`src/rtl/key_press_gen.sv`:
```
// Push-button waveform synthesiser: turns one-cycle short/long press requests into a
// bounced press, a held level, a bounced release and a mandatory released gap on out_key.
module key_press_gen #(
   parameter int IN_C_HZ      = 50_000_000,
   parameter int SHORT_MS     = 50,
   parameter int LONG_MS      = 1000,
   parameter int GAP_MS       = 100,
   parameter int BOUNCE_EDGES = 4,
   parameter int BOUNCE_CYC   = 8
) (
   input  logic clk,
   input  logic rst_n,
   input  logic req_short,
   input  logic req_long,
   output logic busy,
   output logic done,
   output logic req_drop,
   output logic out_key
);

   localparam int CPMS    = IN_C_HZ / 1000;
   localparam int H_SHORT = SHORT_MS * CPMS;
   localparam int H_LONG  = LONG_MS * CPMS;
   localparam int G_CYC   = GAP_MS * CPMS;
   localparam int MAX_A   = (H_LONG > G_CYC) ? H_LONG : G_CYC;
   localparam int MAX_C   = (MAX_A > BOUNCE_CYC) ? MAX_A : BOUNCE_CYC;
   localparam int CW      = (MAX_C > 0) ? $clog2(MAX_C + 1) : 1;
   localparam int SW      = (BOUNCE_EDGES > 1) ? $clog2(BOUNCE_EDGES) : 1;
   localparam bit HAS_BOUNCE = (BOUNCE_EDGES > 0);

   localparam logic [CW-1:0] CNT_ONE  = CW'(1);
   localparam logic [CW-1:0] HS_M1    = CW'(H_SHORT - 1);
   localparam logic [CW-1:0] HL_M1    = CW'(H_LONG - 1);
   localparam logic [CW-1:0] G_M1     = CW'(G_CYC - 1);
   localparam logic [CW-1:0] BC_M1    = CW'(BOUNCE_CYC - 1);
   localparam logic [SW-1:0] SEG_ONE  = SW'(1);
   localparam logic [SW-1:0] SEG_LAST = SW'(BOUNCE_EDGES - 1);

   if (!(SHORT_MS > 0 && SHORT_MS < LONG_MS && GAP_MS >= 1 && BOUNCE_CYC >= 1 &&
         BOUNCE_EDGES >= 0)) begin : g_param_check
      $error("key_press_gen: illegal parameter combination");
   end

   typedef enum logic [2:0] {
      S_IDLE,
      S_BOUNCE_IN,
      S_HOLD,
      S_BOUNCE_OUT,
      S_GAP
   } state_t;

   state_t        state, state_n;
   logic [CW-1:0] cnt, cnt_n;
   logic [CW-1:0] hold_m1, hold_m1_n;
   logic [SW-1:0] seg, seg_n;
   logic          busy_n, done_n, drop_n, key_n;
   logic          any_req;

   assign any_req = req_short | req_long;

   always_ff @(posedge clk) begin
      if (!rst_n) begin
         state    <= S_IDLE;
         cnt      <= '0;
         seg      <= '0;
         hold_m1  <= '0;
         busy     <= 1'b0;
         done     <= 1'b0;
         req_drop <= 1'b0;
         out_key  <= 1'b0;
      end else begin
         state    <= state_n;
         cnt      <= cnt_n;
         seg      <= seg_n;
         hold_m1  <= hold_m1_n;
         busy     <= busy_n;
         done     <= done_n;
         req_drop <= drop_n;
         out_key  <= key_n;
      end
   end

   // Outputs are decoded from the next state so every output is a plain register.
   always_comb begin
      state_n   = state;
      cnt_n     = cnt + CNT_ONE;
      seg_n     = seg;
      hold_m1_n = hold_m1;
      done_n    = 1'b0;
      unique case (state)
         S_IDLE: begin
            cnt_n = '0;
            seg_n = '0;
            if (any_req) begin
               hold_m1_n = req_long ? HL_M1 : HS_M1;
               state_n   = HAS_BOUNCE ? S_BOUNCE_IN : S_HOLD;
            end
         end
         S_BOUNCE_IN: begin
            if (cnt == BC_M1) begin
               cnt_n = '0;
               seg_n = seg + SEG_ONE;
               if (seg == SEG_LAST) begin
                  seg_n   = '0;
                  state_n = S_HOLD;
               end
            end
         end
         S_HOLD: begin
            if (cnt == hold_m1) begin
               cnt_n   = '0;
               seg_n   = '0;
               state_n = HAS_BOUNCE ? S_BOUNCE_OUT : S_GAP;
            end
         end
         S_BOUNCE_OUT: begin
            if (cnt == BC_M1) begin
               cnt_n = '0;
               seg_n = seg + SEG_ONE;
               if (seg == SEG_LAST) begin
                  seg_n   = '0;
                  state_n = S_GAP;
               end
            end
         end
         S_GAP: begin
            if (cnt == G_M1) begin
               cnt_n   = '0;
               state_n = S_IDLE;
               done_n  = 1'b1;
            end
         end
         default: begin
            cnt_n   = '0;
            seg_n   = '0;
            state_n = S_IDLE;
         end
      endcase

      case (state_n)
         S_BOUNCE_IN:  key_n = ~seg_n[0];
         S_HOLD:       key_n = 1'b1;
         S_BOUNCE_OUT: key_n = seg_n[0];
         default:      key_n = 1'b0;
      endcase
      busy_n = (state_n != S_IDLE);
      drop_n = (state != S_IDLE) && any_req;
   end

endmodule

```
`config.mk`:
```
export PLATFORM = sky130hd
export DESIGN_NAME = key_press_gen
export DESIGN_NICKNAME = d
export VERILOG_FILES = /design/src/rtl/key_press_gen.sv
export SDC_FILE = /design/constraint.sdc
export NUM_CORES = 1
export LEC_CHECK = 0
export ABC_AREA = 1
export CORE_MARGIN = 2
export CORE_UTILIZATION = 51
export CTS_BUF_LIST = sky130_fd_sc_hd__clkbuf_16
export CTS_CLUSTER_SIZE = 30
export DETAILED_ROUTE_END_ITERATION = 7
export PLACE_DENSITY = 0.74
export SLEW_MARGIN = 10
export SYNTH_ARGS = -nofsm -noshare
export SYNTH_HDL_FRONTEND = slang
export SYNTH_SLANG_ARGS = --single-unit
export TNS_END_PERCENT = 10
```
`constraint.sdc`:
```
create_clock -name clk -period 1.9 [get_ports clk]
set_clock_uncertainty 0.2 [all_clocks]
set_input_delay 0.38 -clock clk [delete_from_list [all_inputs] [get_ports clk]]
set_output_delay 0.38 -clock clk [all_outputs]
set_load 0.05 [all_outputs]
```
==> metrics.yaml, run 1 <==
min_path:
  holdPathEnd: "seg[1]"
  min-delay-start: "seg[1]"
  min_path_type: "register to register"
  hold_path_depth: 2
pwr:
  p_sw_mw: 0.440
  leakage_nw: 1.27
  pwr-share-comb_pct: 10.4
  switching_share_pct: 24.5
  seqPwrFrac_pct: 45.7
  clockPowerShare_pct: 43.9
  max-vdd-ir-drop_mv: 0.405
  p_per_area_nw_per_um2: 608
  power_mw: 1.80
  p_int_mw: 1.36
routing:
  drc_errors: 0
  first_pass_iters: 5
  vias_per_cell: 5.34
  antenna_left: 0
  drt_wl_total_um: 6090
  wl_per_cell_um: 13.1
  drtIter0Drc: 181
  routed-via-count: 2478
die:
  die_width_um: 72.3
  ioPinCount: 8
  die_h_um: 72.3
  num_rows: 24
  initial_core_util_pct: 53.9
  core_area_um2: 4410
  dieArea_um2: 5220
placement:
  io_buffers: 7
  placed_area_um2: 2700
  gp_congestion: 0.903
  hpwl_um: 4520
  dp_cells: 454
sta:
  fin_crit_ns: 1.88
  setup-violations-final: 0
  max_freq_ghz: 0.532
  finalSetupTns_ns: 0
  rsz0062_at_grt: "true"
  slew_headroom_pct: 75.7
  tightest_slew_ns: 0.362
  hold_violations: 0
  fin_crit_sh_pct: 99.0
  drv_slew: 0
finish:
  syn_to_final_growth_pct: 24.3
  multiInputGateArea_um2: 1470
  drive_above_1_share_pct: 24.5
  instances_no_fill: 464
  final_cell_area_um2: 2950
  antenna_cells: 0
  seq_area_um2: 779
  nNetsFinal: 417
  fillers: 375
  final_common_cell: "nand2_1"
  postLayoutCoreUtil_pct: 66.9
  layout_common_cells: "nand2_1, nor2_1, inv_1, buf_4"
setup_path:
  r2r-end: "out_key"
  critPathMaxFanout: 5
  cp.arrival_ns: 1.87
  path_cells: "inv_1, buf_4, nand3_1, nor2_1, nand2_1, nor2_2, nand3_1, nand3_2, nand4_1, nand2_1, nor2_1"
  critPathKind: "register to register"
  cp_slowest_stage_delay_ns: 0.34
  slowest_stage: "dfxtp_2"
  r2r_start: "cnt[11]"
  worst_r2r_path_depth: 11
  worstSetupStartpointType: "register"
  cp-end-kind: "register"
  worstPathRequired_ns: 1.88
  r2r_setup_slack_ns: 0.02
global_route:
  overflow: 0
  grt_pass1_wl_um: 9880
  grtUsageTotal_pct: 24.6
  grt_pass1_vias: 2144
  grt_start_max_net_pins: 24
  antenna_found_initial: 0
clock_network:
  ctsHoldBuffers: 0
  cts_root_buf: "clkbuf_16"
  clockBufferDepth: 2
  path_clk_slew_ns: 0.06
  htreeDepth: 2
  cts_tree: "built"
  cts.sinks: 38
  insertion_delay_ns: 0.28
  cts_buffers: 5
synth:
  post_synth_num_cell_types: 30
  yosysSeqAreaShare_pct: 32.0
  synth.ff_latch_count: 38
  netlist_area_um2: 2380
  ys_warn_count: 0
  synthCells: 368
  syn_nets: 374
  syn_avg_cell_area_um2: 6.46
run_status:
  status: "completed"
flow_run:
  drv_cap: 0
[worst max-delay path by stage]
| stage | startpoint | endpoint | slack [ns] |
|---|---|---|---|
| after global placement | cnt[0] | cnt[19] | -0.04 |
| after detailed placement | cnt[1] | cnt[19] | -0.07 |
| after global routing | cnt[11] | out_key | -0.09 |
| after floorplan | cnt[1] | cnt[15] | 0.01 |
| after CTS | cnt[11] | cnt[11] | -0.004 |
| final | cnt[11] | out_key | 0.02 |
[layer usage]
layer / vias to the layer above / wire [um] / global-route usage [%]
li1: 1249 / - / -
met1: 1136 / 2840 / 33.8
met2: 77 / 2760 / 38.1
met3: 16 / 348 / 4.44
met4: 0 / 134 / 9.85
met5: - / 0 / 0
[worst max-delay path, delay by kind of cell, from the launching register on]
family                 cells  cell delay, ns
buffers and inverters      2            0.20
flip-flops                 1            0.34
AND/OR/NAND/NOR            9            1.03
[state kept, by name (all words and copies together) (netlist names)]
register,cells
req_drop,1
seg,2
busy,1
done,1
out_key,1
state,3
cnt,26
hold_m1,3
[Yosys cell counts, drive strengths merged]
library cell,count,area [um2]
a21boi,1,7.51
a21oi,9,45.0
buf,5,45.0
clkbuf,1,5.00
clkinv,1,3.75
dfxtp,38,761
ha,2,25.0
inv,47,176
nand2,96,375
nand3,31,200
nand4,10,62.6
nor2,79,337
nor3,18,105
nor3b,1,7.51
nor4,2,12.5
o21ai,7,35.0
o31ai,1,7.51
o32ai,1,8.76
xnor2,3,26.3
xor2,15,131
[cell type report]
cell class | instances | share of cell area (%)
Sequential cell | 38 | 26.4
Tap cell | 52 | 2.20
Clock buffer | 5 | 4.24
Clock inverter | 3 | 0.424
Inverter | 48 | 6.10
Multi-Input combinational cell | 276 | 49.6
Timing Repair Buffer | 42 | 11.1
[cell families after synthesis]
group / after synthesis / share of synthesized area [%]
flip-flops: 38 / 32.0
adder cells (fa/ha/maj): 2 / 1.05
buffers and inverters: 54 / 9.68
AO/OA/AOI/OAI: 19 / 4.37
AND/OR/NAND/NOR: 237 / 46.3
XOR/XNOR: 18 / 6.63
[power groups by stage]
stage                     Sequential [mW]  Combinational, mW  Clock [mW]
after floorplan                     0.854             0.0978           0
after global placement              0.837              0.174           0
after global routing                0.822              0.205       0.834
after CTS                           0.821              0.179       0.793
final                               0.821              0.186       0.789
after detailed placement            0.838              0.175           0
[stage by stage]
step                      setup WS (ns)  hold slack [ns]
after global placement          -0.0446            0.257
after detailed placement        -0.0701            0.258
after CTS                      -0.00410            0.265
after global routing            -0.0946            0.288
after floorplan                  0.0108            0.243
final                            0.0197            0.263
[what timing repair did]
action / 4_1_cts / 5_1_grt
endpoints found under the setup margin: 24 / 29
buffers inserted: 1 / 1
resized for setup: 8 / 29
pin swaps: 4 / 8
Note: power is estimated with default switching activity, not from simulation.
==> inputs of run 2 (changes only) <==
- SETUP_SLACK_MARGIN: unset -> 0.15
- SLEW_MARGIN: 10 -> 20
==> run 2 against run 1 <==
  * Cell count increased by 0.65%
  * Non-clock buffer count increased by 3
  * Hold slack got worse by 0.0012 ns
  * Highest routed layer unchanged
  * Core utilization up 0.74 points
  * First-iteration DRC count increased by 19%
  * Largest cell class unchanged
  * Total power fell by 0.85%
  * Count of clock-buffer cells in the layout is the same
  * Critical path type unchanged
==> metrics.yaml, run 2 (synthesis results as in run 1) <==
run_status:
  status: "completed"
global_route:
  grt_pass1_vias: 2204
  grt_pass1_wl_um: 10200
  antenna_found_initial: 0
  grt_start_max_net_pins: 24
  overflow: 0
  grtUsageTotal_pct: 25.3
finish:
  layout_common_cells: "nand2_1, nor2_1, inv_1, buf_4, nand3_1"
  antenna_cells: 0
  final_common_cell: "nand2_1"
  syn_to_final_growth_pct: 25.6
  largest_reg_flops: 26
  nNetsFinal: 420
  largest_registers: "cnt: 26 flops, hold_m1: 3 flops, state: 3 flops"
  drive_above_1_share_pct: 26.3
  top_register: "cnt"
setup_path:
  worstPathRequired_ns: 1.87
  cp.arrival_ns: 1.82
  r2r_setup_slack_ns: 0.05
  worst_r2r_path_depth: 11
  worstSetupStartpointType: "register"
  r2r-end: "cnt[11]"
  critPathMaxFanout: 3
  r2r_start: "cnt[1]"
  cp-end-kind: "register"
  critPathKind: "register to register"
sta:
  fin_crit_ns: 1.85
  slew_headroom_pct: 77.6
  drv_slew: 0
  hold_violations: 0
  fin_crit_sh_pct: 97.1
  setup-violations-final: 0
  tightest_slew_ns: 0.333
  holdWs_ns: 0.262
  rsz0062_at_grt: "true"
  max_freq_ghz: 0.542
die:
  die_h_um: 72.3
  die_width_um: 72.3
  ioPinCount: 8
  num_rows: 24
  initial_core_util_pct: 53.9
  dieArea_um2: 5220
  core_area_um2: 4410
min_path:
  min_path_type: "register to register"
  hold_path_depth: 2
  min-delay-start: "seg[1]"
  holdPathEnd: "seg[1]"
placement:
  io_buffers: 7
  hpwl_um: 4680
  gp_congestion: 0.913
routing:
  wl_per_cell_um: 13.4
  first_pass_iters: 4
  vias_per_cell: 5.23
  drc_errors: 0
  routed-via-count: 2443
  drtIter0Drc: 216
  drt_wl_total_um: 6260
  antenna_left: 0
pwr:
  p_per_area_nw_per_um2: 596
  max-vdd-ir-drop_mv: 0.317
  power_mw: 1.78
  leakage_nw: 1.29
clock_network:
  htreeDepth: 2
  cts.sinks: 38
  path_clk_slew_ns: 0.06
  clockBufferDepth: 2
  ctsHoldBuffers: 0
  cts_buffers: 5
  cts_root_buf: "clkbuf_16"
  insertion_delay_ns: 0.28
  cts_tree: "built"
flow_run:
  drv_cap: 0
==> run 2: layout make-up <==
| cell class | instances | area [um2] |
|---|---|---|
| tap | 52 | 65.1 |
| clock buffer | 5 | 125 |
| inverter | 48 | 180 |
| clock inverter | 3 | 11.3 |
| fill | 355 | 1430 |
| timing repair buffer | 45 | 345 |
| multi-input combinational | 276 | 1470 |
| sequential | 38 | 787 |
==> run 2: metrics by stage <==
step                      setup TNS [ns]  instance area (um2)  setup WS (ns)  cells  utilization (%)
after detailed placement           -2.15                 2740         -0.113    456             62.1
final                                  0                 2990         0.0546    467             67.7
after floorplan                        0                 2400          0.124    368                -
after global placement             -1.35                 2740        -0.0754    456             62.1
after CTS                              0                 2910         0.0633    464             65.9
after global routing              -0.705                 2990        -0.0591    467             67.7
==> run 2: how the worst max path moves through the flow <==
stage | from | to | slack (ns) | cells after the start
after CTS | cnt[1] | cnt[11] | 0.06 | 11
final | cnt[1] | cnt[11] | 0.05 | 11
after floorplan | cnt[1] | cnt[13] | 0.12 | 11
after global routing | cnt[20] | cnt[11] | -0.06 | 10
after detailed placement | cnt[8] | cnt[13] | -0.11 | 9
after global placement | cnt[8] | cnt[19] | -0.08 | 9
==> run 2: critical path, stage by stage (launching register included) <==
cell     delay (ns)
dfxtp_4        0.35
ha_4           0.15
nand2_4        0.07
nor2_4         0.10
nand3_2        0.07
nor2_2         0.14
nand4_1        0.14
nand3_2        0.13
nand3_4        0.10
buf_4          0.16
nand4_1        0.06
inv_1          0.05
==> run 2: what timing repair did <==
item	CTS	global route
endpoints found under the hold margin	0	0
setup buffers	0	3
resized for setup	12	25
endpoints found under the setup margin	30	34
pin swaps	3	12
==> run 2: per-layer routing <==
metal / track usage (%) / wire (um)
met1: 33.2 / 2910
met2: 41.7 / 2970
met3: 4.31 / 254
met4: 9.43 / 118
met5: 0 / 0
==> run 2: where the power goes <==
part | switching (mW) | total, mW | internal (mW)
sequential | 0.0101 | 0.819 | 0.809
combinational | 0.116 | 0.185 | 0.0687
clock | 0.306 | 0.777 | 0.471
total | 0.432 | 1.78 | 1.35
